`src/rtl/re_log_mac.sv`:
```
// re_log_mac: log-domain multiply-accumulate over dot-product groups.
// Stages: S1 log-sum, S2 antilog, S3 accumulate/result; result backpressure stalls every stage.
module re_log_mac #(
    parameter int unsigned K_LENGTH   = 5,
    parameter int unsigned M1_LENGTH  = 8,
    parameter int unsigned ACC_LENGTH = 64
) (
    input  logic                  clk,
    input  logic                  rst,
    input  logic                  in_valid,
    output logic                  in_ready,
    input  logic [K_LENGTH-1:0]   ka,
    input  logic [M1_LENGTH-1:0]  ma,
    input  logic                  za,
    input  logic [K_LENGTH-1:0]   kb,
    input  logic [M1_LENGTH-1:0]  mb,
    input  logic                  zb,
    input  logic                  in_last,
    output logic                  out_valid,
    input  logic                  out_ready,
    output logic [ACC_LENGTH-1:0] out_acc,
    output logic                  out_ovf
);
    localparam int unsigned KS_W = K_LENGTH + 1;

    logic                  adv;
    logic [M1_LENGTH:0]    fs;
    logic [KS_W-1:0]       ks;

    logic                  s1_valid;
    logic                  s1_last;
    logic                  s1_z;
    logic [KS_W-1:0]       s1_ks;
    logic [M1_LENGTH-1:0]  s1_fs;

    logic                  s2_valid;
    logic                  s2_last;
    logic [ACC_LENGTH-1:0] s2_prod;

    logic [ACC_LENGTH-1:0] acc;
    logic                  ovf_g;

    logic [ACC_LENGTH-1:0] mant;
    logic [ACC_LENGTH-1:0] prod;
    logic [ACC_LENGTH:0]   sum;

    // A held result with no consumer freezes the whole pipeline.
    assign adv      = !(out_valid && !out_ready);
    assign in_ready = adv && !rst;

    assign fs = {1'b0, ma} + {1'b0, mb};
    assign ks = {1'b0, ka} + {1'b0, kb} + {{K_LENGTH{1'b0}}, fs[M1_LENGTH]};

    always_ff @(posedge clk) begin
        if (rst) begin
            s1_valid <= 1'b0;
            s1_last  <= 1'b0;
            s1_z     <= 1'b0;
            s1_ks    <= '0;
            s1_fs    <= '0;
        end else if (adv) begin
            s1_valid <= in_valid;
            s1_last  <= in_last;
            s1_z     <= za | zb;
            s1_ks    <= ks;
            s1_fs    <= fs[M1_LENGTH-1:0];
        end
    end

    // Antilog: (1.fs << ks) >> M1_LENGTH, split so no intermediate wider than the result.
    assign mant = ACC_LENGTH'({1'b1, s1_fs});

    always_comb begin
        prod = '0;
        if (!s1_z) begin
            if (32'(s1_ks) >= M1_LENGTH) begin
                prod = mant << (32'(s1_ks) - M1_LENGTH);
            end else begin
                prod = mant >> (M1_LENGTH - 32'(s1_ks));
            end
        end
    end

    always_ff @(posedge clk) begin
        if (rst) begin
            s2_valid <= 1'b0;
            s2_last  <= 1'b0;
            s2_prod  <= '0;
        end else if (adv) begin
            s2_valid <= s1_valid;
            s2_last  <= s1_last;
            s2_prod  <= prod;
        end
    end

    assign sum = {1'b0, acc} + {1'b0, s2_prod};

    // A last beat arriving while the old result is consumed reloads out_acc without a gap.
    always_ff @(posedge clk) begin
        if (rst) begin
            acc       <= '0;
            ovf_g     <= 1'b0;
            out_acc   <= '0;
            out_ovf   <= 1'b0;
            out_valid <= 1'b0;
        end else if (adv) begin
            if (s2_valid && s2_last) begin
                out_acc   <= sum[ACC_LENGTH-1:0];
                out_ovf   <= ovf_g | sum[ACC_LENGTH];
                out_valid <= 1'b1;
                acc       <= '0;
                ovf_g     <= 1'b0;
            end else begin
                out_valid <= 1'b0;
                if (s2_valid) begin
                    acc   <= sum[ACC_LENGTH-1:0];
                    ovf_g <= ovf_g | sum[ACC_LENGTH];
                end
            end
        end
    end

endmodule
```
`config.mk`:
```
export PLATFORM = sky130hd
export DESIGN_NAME = re_log_mac
export DESIGN_NICKNAME = d
export VERILOG_FILES = /design/src/rtl/re_log_mac.sv
export SDC_FILE = /design/constraint.sdc
export NUM_CORES = 1
export LEC_CHECK = 0
export BUFFER_PORTS_ARGS = -buffer_cell sky130_fd_sc_hd__buf_4
export CAP_MARGIN = 30
export CORE_AREA = 2 2 147 149
export DETAILED_ROUTE_END_ITERATION = 8
export DIE_AREA = 0 0 149 151
export PLACE_DENSITY = 0.8
export SLEW_MARGIN = 15
export SYNTH_ARGS = -nofsm -noshare
export SYNTH_HDL_FRONTEND = slang
export SYNTH_SLANG_ARGS = --single-unit
```
`constraint.sdc`:
```
create_clock -name clk -period 4 [get_ports clk]
set_input_delay 0.8 -clock clk [delete_from_list [all_inputs] [get_ports clk]]
set_output_delay 0.8 -clock clk [all_outputs]
set_load 0.02 [all_outputs]
```
Word level (Yosys, flattened, before mapping)
Index checks and enable logic that the tools add are counted.
{"block": "totals", "register_bits": 214, "mem_bits_ro": 0, "input_bits": 33, "out_inout_bits": 67, "n_memories": 0, "ramBits": 0, "latchBits": 0}
{"block": "op_classes", "n_bitwise": 3, "mux": 7, "n_eq_ne": 0, "mul": 0, "shift": 2, "add_sub_neg": 6, "div": 0, "n_lt_le_gt_ge": 1, "reduce_logical": 9}
{"operator": "$mux W64", "n": 4}
{"operator": "$add A64 B64 Y65", "n": 1}
{"operator": "$shl A9 B32 Y64", "n": 1}
{"operator": "$shr A9 B32 Y64", "n": 1}
{"operator": "$add A8 B8 Y9", "n": 1}
{"operator": "$sub A4 B6 Y7 const A", "n": 1}
{"operator": "$sub A6 B4 Y7 const B", "n": 1}
{"operator": "$add A5 B5 Y6", "n": 1}
{"operator": "$add A6 B1 Y6", "n": 1}
{"operator": "$ge A6 B4 Y1 const B", "n": 1}
{"operator": "$reduce_and A2 Y1", "n": 2}
{"operator": "$logic_and A1 B1 Y1", "n": 3}
{"operator": "$logic_not A1 Y1", "n": 3}
{"operator": "$mux W1", "n": 3}
{"operator": "$or A1 B1 Y1", "n": 2}
{"operator": "$reduce_bool A2 Y1", "n": 1}
{"operator": "$not A1 Y1", "n": 1}

Logic depth before layout (Yosys ltp)
{"block": "logic_depth", "depth_word": 4, "mapped_depth": 17}

Least setup slack after synthesis
No wires, ideal clock.
{"block": "synth_path", "kind": "input-to-reg", "startpoint": "in ma[0]", "endpoint": "reg s1_ks[4]", "slack_ps": 307, "required_time_ps": 3930, "stages": 17, "arrival_ps": 3623, "setup_ps": 70, "path_cell_list": "ha_1 -> fa_1 -> a21oi_1 -> o21bai_1 -> a21oi_1 -> nor2_1 -> nor2_1 -> nor2b_1 -> o21ai_0 -> nand2b_1 -> fa_1 -> fa_1 -> a21o_1 -> a21oi_1 -> xnor2_1 -> nand2_1 -> a21oi_1"}
{"block": "synth_between", "elab_chain_cells": 2}
{"item": "from (decl)", "line_no": "13", "text": "input logic [M1_LENGTH-1:0] ma,"}
{"item": "$add A8 B8 Y9", "line_no": "51", "text": "assign fs = {1'b0, ma} + {1'b0, mb};"}
{"item": "$add A6 B1 Y6", "line_no": "52", "text": "assign ks = {1'b0, ka} + {1'b0, kb} + {{K_LENGTH{1'b0}}, fs[M1_LENGTH]};"}
{"item": "to (signal assigned)", "line_no": "65", "text": "s1_ks <= ks;"}
{"item": "to (decl)", "line_no": "33", "text": "logic [KS_W-1:0] s1_ks;"}
No other way between the ends.
A chain may end at the register's enable or synchronous reset.

Worst setup path after layout
{"block": "layout_path", "startpoint": "reg s2_prod[0]", "endpoint": "reg acc[62]"}
{"block": "layout_between", "elab_chain_cells": 3}
{"item": "from (decl)", "line_no": "38", "text": "logic [ACC_LENGTH-1:0] s2_prod;"}
{"item": "from (signal assigned)", "line_no": "92", "text": "s2_prod <= prod;"}
{"item": "$add A64 B64 Y65", "line_no": "96", "text": "assign sum = {1'b0, acc} + {1'b0, s2_prod};"}
{"item": "$mux W64", "line_no": "115", "text": "if (s2_valid) begin"}
{"item": "$mux W64", "line_no": "107", "text": "if (s2_valid && s2_last) begin"}
{"item": "to (signal assigned)", "line_no": "116", "text": "acc <= sum[ACC_LENGTH-1:0];"}
{"item": "to (decl)", "line_no": "40", "text": "logic [ACC_LENGTH-1:0] acc;"}
No other way between the ends. The select of a mux whose other input is x is not followed.

==> reports/results.ini <==
[run_status]
status = completed

[synthesis]
synth_ff_type = dfxtp_1
ys_seq_elements = 214
postSynthCellCount = 1575
syn_area_per_cell_um2 = 8.01
post_synth_num_cell_types = 88
ys_seq_area_share_pct = 34.0
ys_warn_count = 0
syn_nets = 1693
netlist_area_um2 = 12600
ys_async_sr_fraction_pct = 0
synth_edf_count = 0

[clocking]
ctsHoldBuffers = 0
cts_tree = built
cts.sinks = 214
cts-buffers-inserted = 23
cts_buffer_depth = 3
cts_resized = 0
cts-root-buf = clkbuf_16
htreeDepth = 1
clkTransAtPathRegs_ps = 60
post_cts.repair.setup_buffers = 0
clk_latency_ps = 530

[detailed_routing]
vias_per_cell = 6.19
routed_wl_um = 35500
postRouteAntennaNets = 0
drt-pass1-iter-count = 6
num_vias = 11800
drc = 0
routedWlPerCell_um = 18.6
drt-initial-drc-count = 852

[cells_and_area]
area_growth_pct = 11.9
layout_common_cells = 230 x nand2_1, 214 x dfxtp_1, 166 x a21oi_1, 163 x nor2_1, 118 x buf_4
drive_above_1_share_pct = 12.4
nets = 1731
fin_area_um2 = 14100
layout_commonest_cell = nand2_1
antenna_cells = 0
fillers = 1774

[placed_design]
port_buffers = 99
dpl_cell_area_um2 = 13300
globalplace.congestion = 0.997
pre_cts_ws_ps = -35.5
hpwl_um = 25900

[floorplan]
ios = 100
start_util_pct = 60.6
die_w_um = 149
core-area_um2 = 20800
fp.dieH_um = 151
rows = 53
die_area_um2 = 22500

[min_path]
hp-start = out_acc[18]
holdPathStages = 2
holdPathEnd = out_acc[18]
hold_path_class = register to register

[critical_path]
r2r_cells = 12
endpoint_kind = register
worstSetupStartpointType = register
cp_data_arrival_time_ps = 4000
cp_top_family = compound AO/OA/AOI/OAI gates
worst-endpoint-required_ps = 4380
slowest_stage = o2111ai_1
cp_max_fo = 5
reg2reg_from = s2_prod[0]
reg2reg_slack_ps = 380
path_class = register to register
slowest_delay_ps = 430
critPathBufInv = 0
r2r_end = acc[62]
cp_cell_sequence = ha_1, fa_1, a21oi_1, o211ai_1, a32oi_1, a21oi_1, o2111ai_1, nand2_1, a21oi_2, o21ai_0, xnor2_1, o21ai_0

[sta]
worst_hold_slack_ps = 453
setup_slack_ps = 376
finClkSkew_ps = 20.2
max_freq_mhz = 276
rsz0062_at_grt = no
worstMarginPinSlew_ps = 1040
slew_headroom_pct = 30.1
slew_viol_final = 0
fin_crit_sh_pct = 90.6
hold_viol_final = 0
period_needed_ps = 3620
finalSetupViolCount = 0
fin_setup_tns_ps = 0

[grt]
grt_max_degree = 85
grt_pass1_wl_um = 56900
globalRouteOverflowTotal = 0
grt_pass1_vias = 11100
antenna_found_initial = 0
grt_use_total_pct = 31.2

[pwr]
power.switching_w = 0.00141
internal_power_w = 0.00362
pwr-share-clk_pct = 41.8
power_density_nw_per_um2 = 357
comb_power_share_pct = 14.0
p_leak_nw = 5.86
vdd_drop_max_uv = 307
swShare_pct = 28.0
pwr-share-seq_pct = 44.2

[run]
cap_violations = 0

## sequential cells by signal, summed over array words and instances, names as in the netlist, 6 cells and up
register / flops
s2_prod: 64
s1_ks: 6
out_acc: 64
acc: 64
s1_fs: 8
## power groups by stage
stage / clock network [W] / registers, W / logic [W]
final: 0.00210 / 0.00222 / 0.000707
after global routing: 0.00221 / 0.00223 / 0.000769
after CTS: 0.00213 / 0.00223 / 0.000674
after detailed placement: 0 / 0.00228 / 0.000670
after global placement: 0 / 0.00227 / 0.000658
after floorplan: 0 / 0.00223 / 0.000507
## logic make-up (layout without fill, tap and decap cells)
family                     after synthesis  after routing  share of synthesized area [%]
and+or+nand+nor                        544            544                           19.0
DFF                                    214            214                           34.0
AOI/OAI and AO/OA                      510            510                           26.7
buffers and inverters                  129            184                           4.76
adders and majority gates               85             85                           8.67
muxes                                   21             21                           1.94
xor gates and xnor gates                72             72                           5.00
## metrics by stage
| stage | power, W | std cells | util [%] |
|---|---|---|---|
| after floorplan | 0.00274 | 1575 | - |
| after global placement | 0.00293 | 1860 | 64.1 |
| after detailed placement | 0.00295 | 1861 | 64.1 |
| after CTS | 0.00503 | 1903 | 67.7 |
| after global routing | 0.00520 | 1905 | 67.8 |
| final | 0.00503 | 1905 | 67.8 |
## metal layers
| layer | share of wire [%] | global-route usage, % | vias up |
|---|---|---|---|
| li1 | - | - | 5775 |
| met1 | 43 | 40.1 | 5552 |
| met2 | 48 | 54.4 | 387 |
| met3 | 6.0 | 4.13 | 80 |
| met4 | 3.3 | 10.3 | 0 |
| met5 | 0 | 0 | - |
## worst max-delay path by stage
stage / start / slack (ps) / end / cells past startpoint
6_report: s2_prod[0] / 380 / acc[62] / 12
5_1_grt: s2_prod[0] / 210 / out_acc[50] / 12
4_1_cts: ma[0] / 510 / s1_ks[4] / 18
3_5_place_dp: ma[0] / -40 / s1_ks[4] / 18
3_3_place_gp: ma[0] / 40 / s1_ks[4] / 18
2_1_floorplan: ma[0] / 310 / s1_ks[4] / 17
## synth_stat cells (7+ instances only)
| cell | n | area share (%) |
|---|---|---|
| nand2_1 | 230 | 6.8 |
| dfxtp_1 | 214 | 34 |
| a21oi_1 | 167 | 6.6 |
| nor2_1 | 163 | 4.8 |
| a22oi_1 | 84 | 5.0 |
| ha_1 | 81 | 8.0 |
| clkbuf_1 | 77 | 2.3 |
| o21ai_0 | 76 | 3.0 |
| xnor2_1 | 49 | 3.4 |
| a21o_1 | 38 | 2.3 |
| nand3_1 | 38 | 1.5 |
| a22o_1 | 26 | 1.8 |
| nor3_1 | 23 | 0.91 |
| xor2_1 | 23 | 1.6 |
| inv_1 | 19 | 0.57 |
| nand4_1 | 19 | 0.94 |
| and3_1 | 16 | 0.79 |
| a31oi_1 | 14 | 0.69 |
| mux2i_1 | 14 | 1.1 |
| o22ai_1 | 14 | 0.69 |
| buf_2 | 11 | 0.44 |
| nor2b_1 | 10 | 0.50 |
| nand2b_1 | 9 | 0.45 |
| o21bai_1 | 9 | 0.54 |
| a211oi_1 | 8 | 0.48 |
| o211ai_1 | 7 | 0.42 |
| o21a_1 | 7 | 0.42 |
## tightest hold or removal path, cell delays in order (launching register included)
cell and delay (ps):
dfxtp_1 300, nand2_1 50, a21oi_1 50
## area by class of cell
class | instances | area [um2] | share of cell area [%]
well taps | 275 | 344 | 2.44
repair buffers | 121 | 911 | 6.45
flip-flops and latches | 214 | 4280 | 30.4
clock inverters | 6 | 43.8 | 0.310
multi-input cells | 1232 | 7750 | 54.9
inverters | 21 | 78.8 | 0.558
clock buffers | 36 | 704 | 4.99
Note: power is estimated with default switching activity, not from simulation.
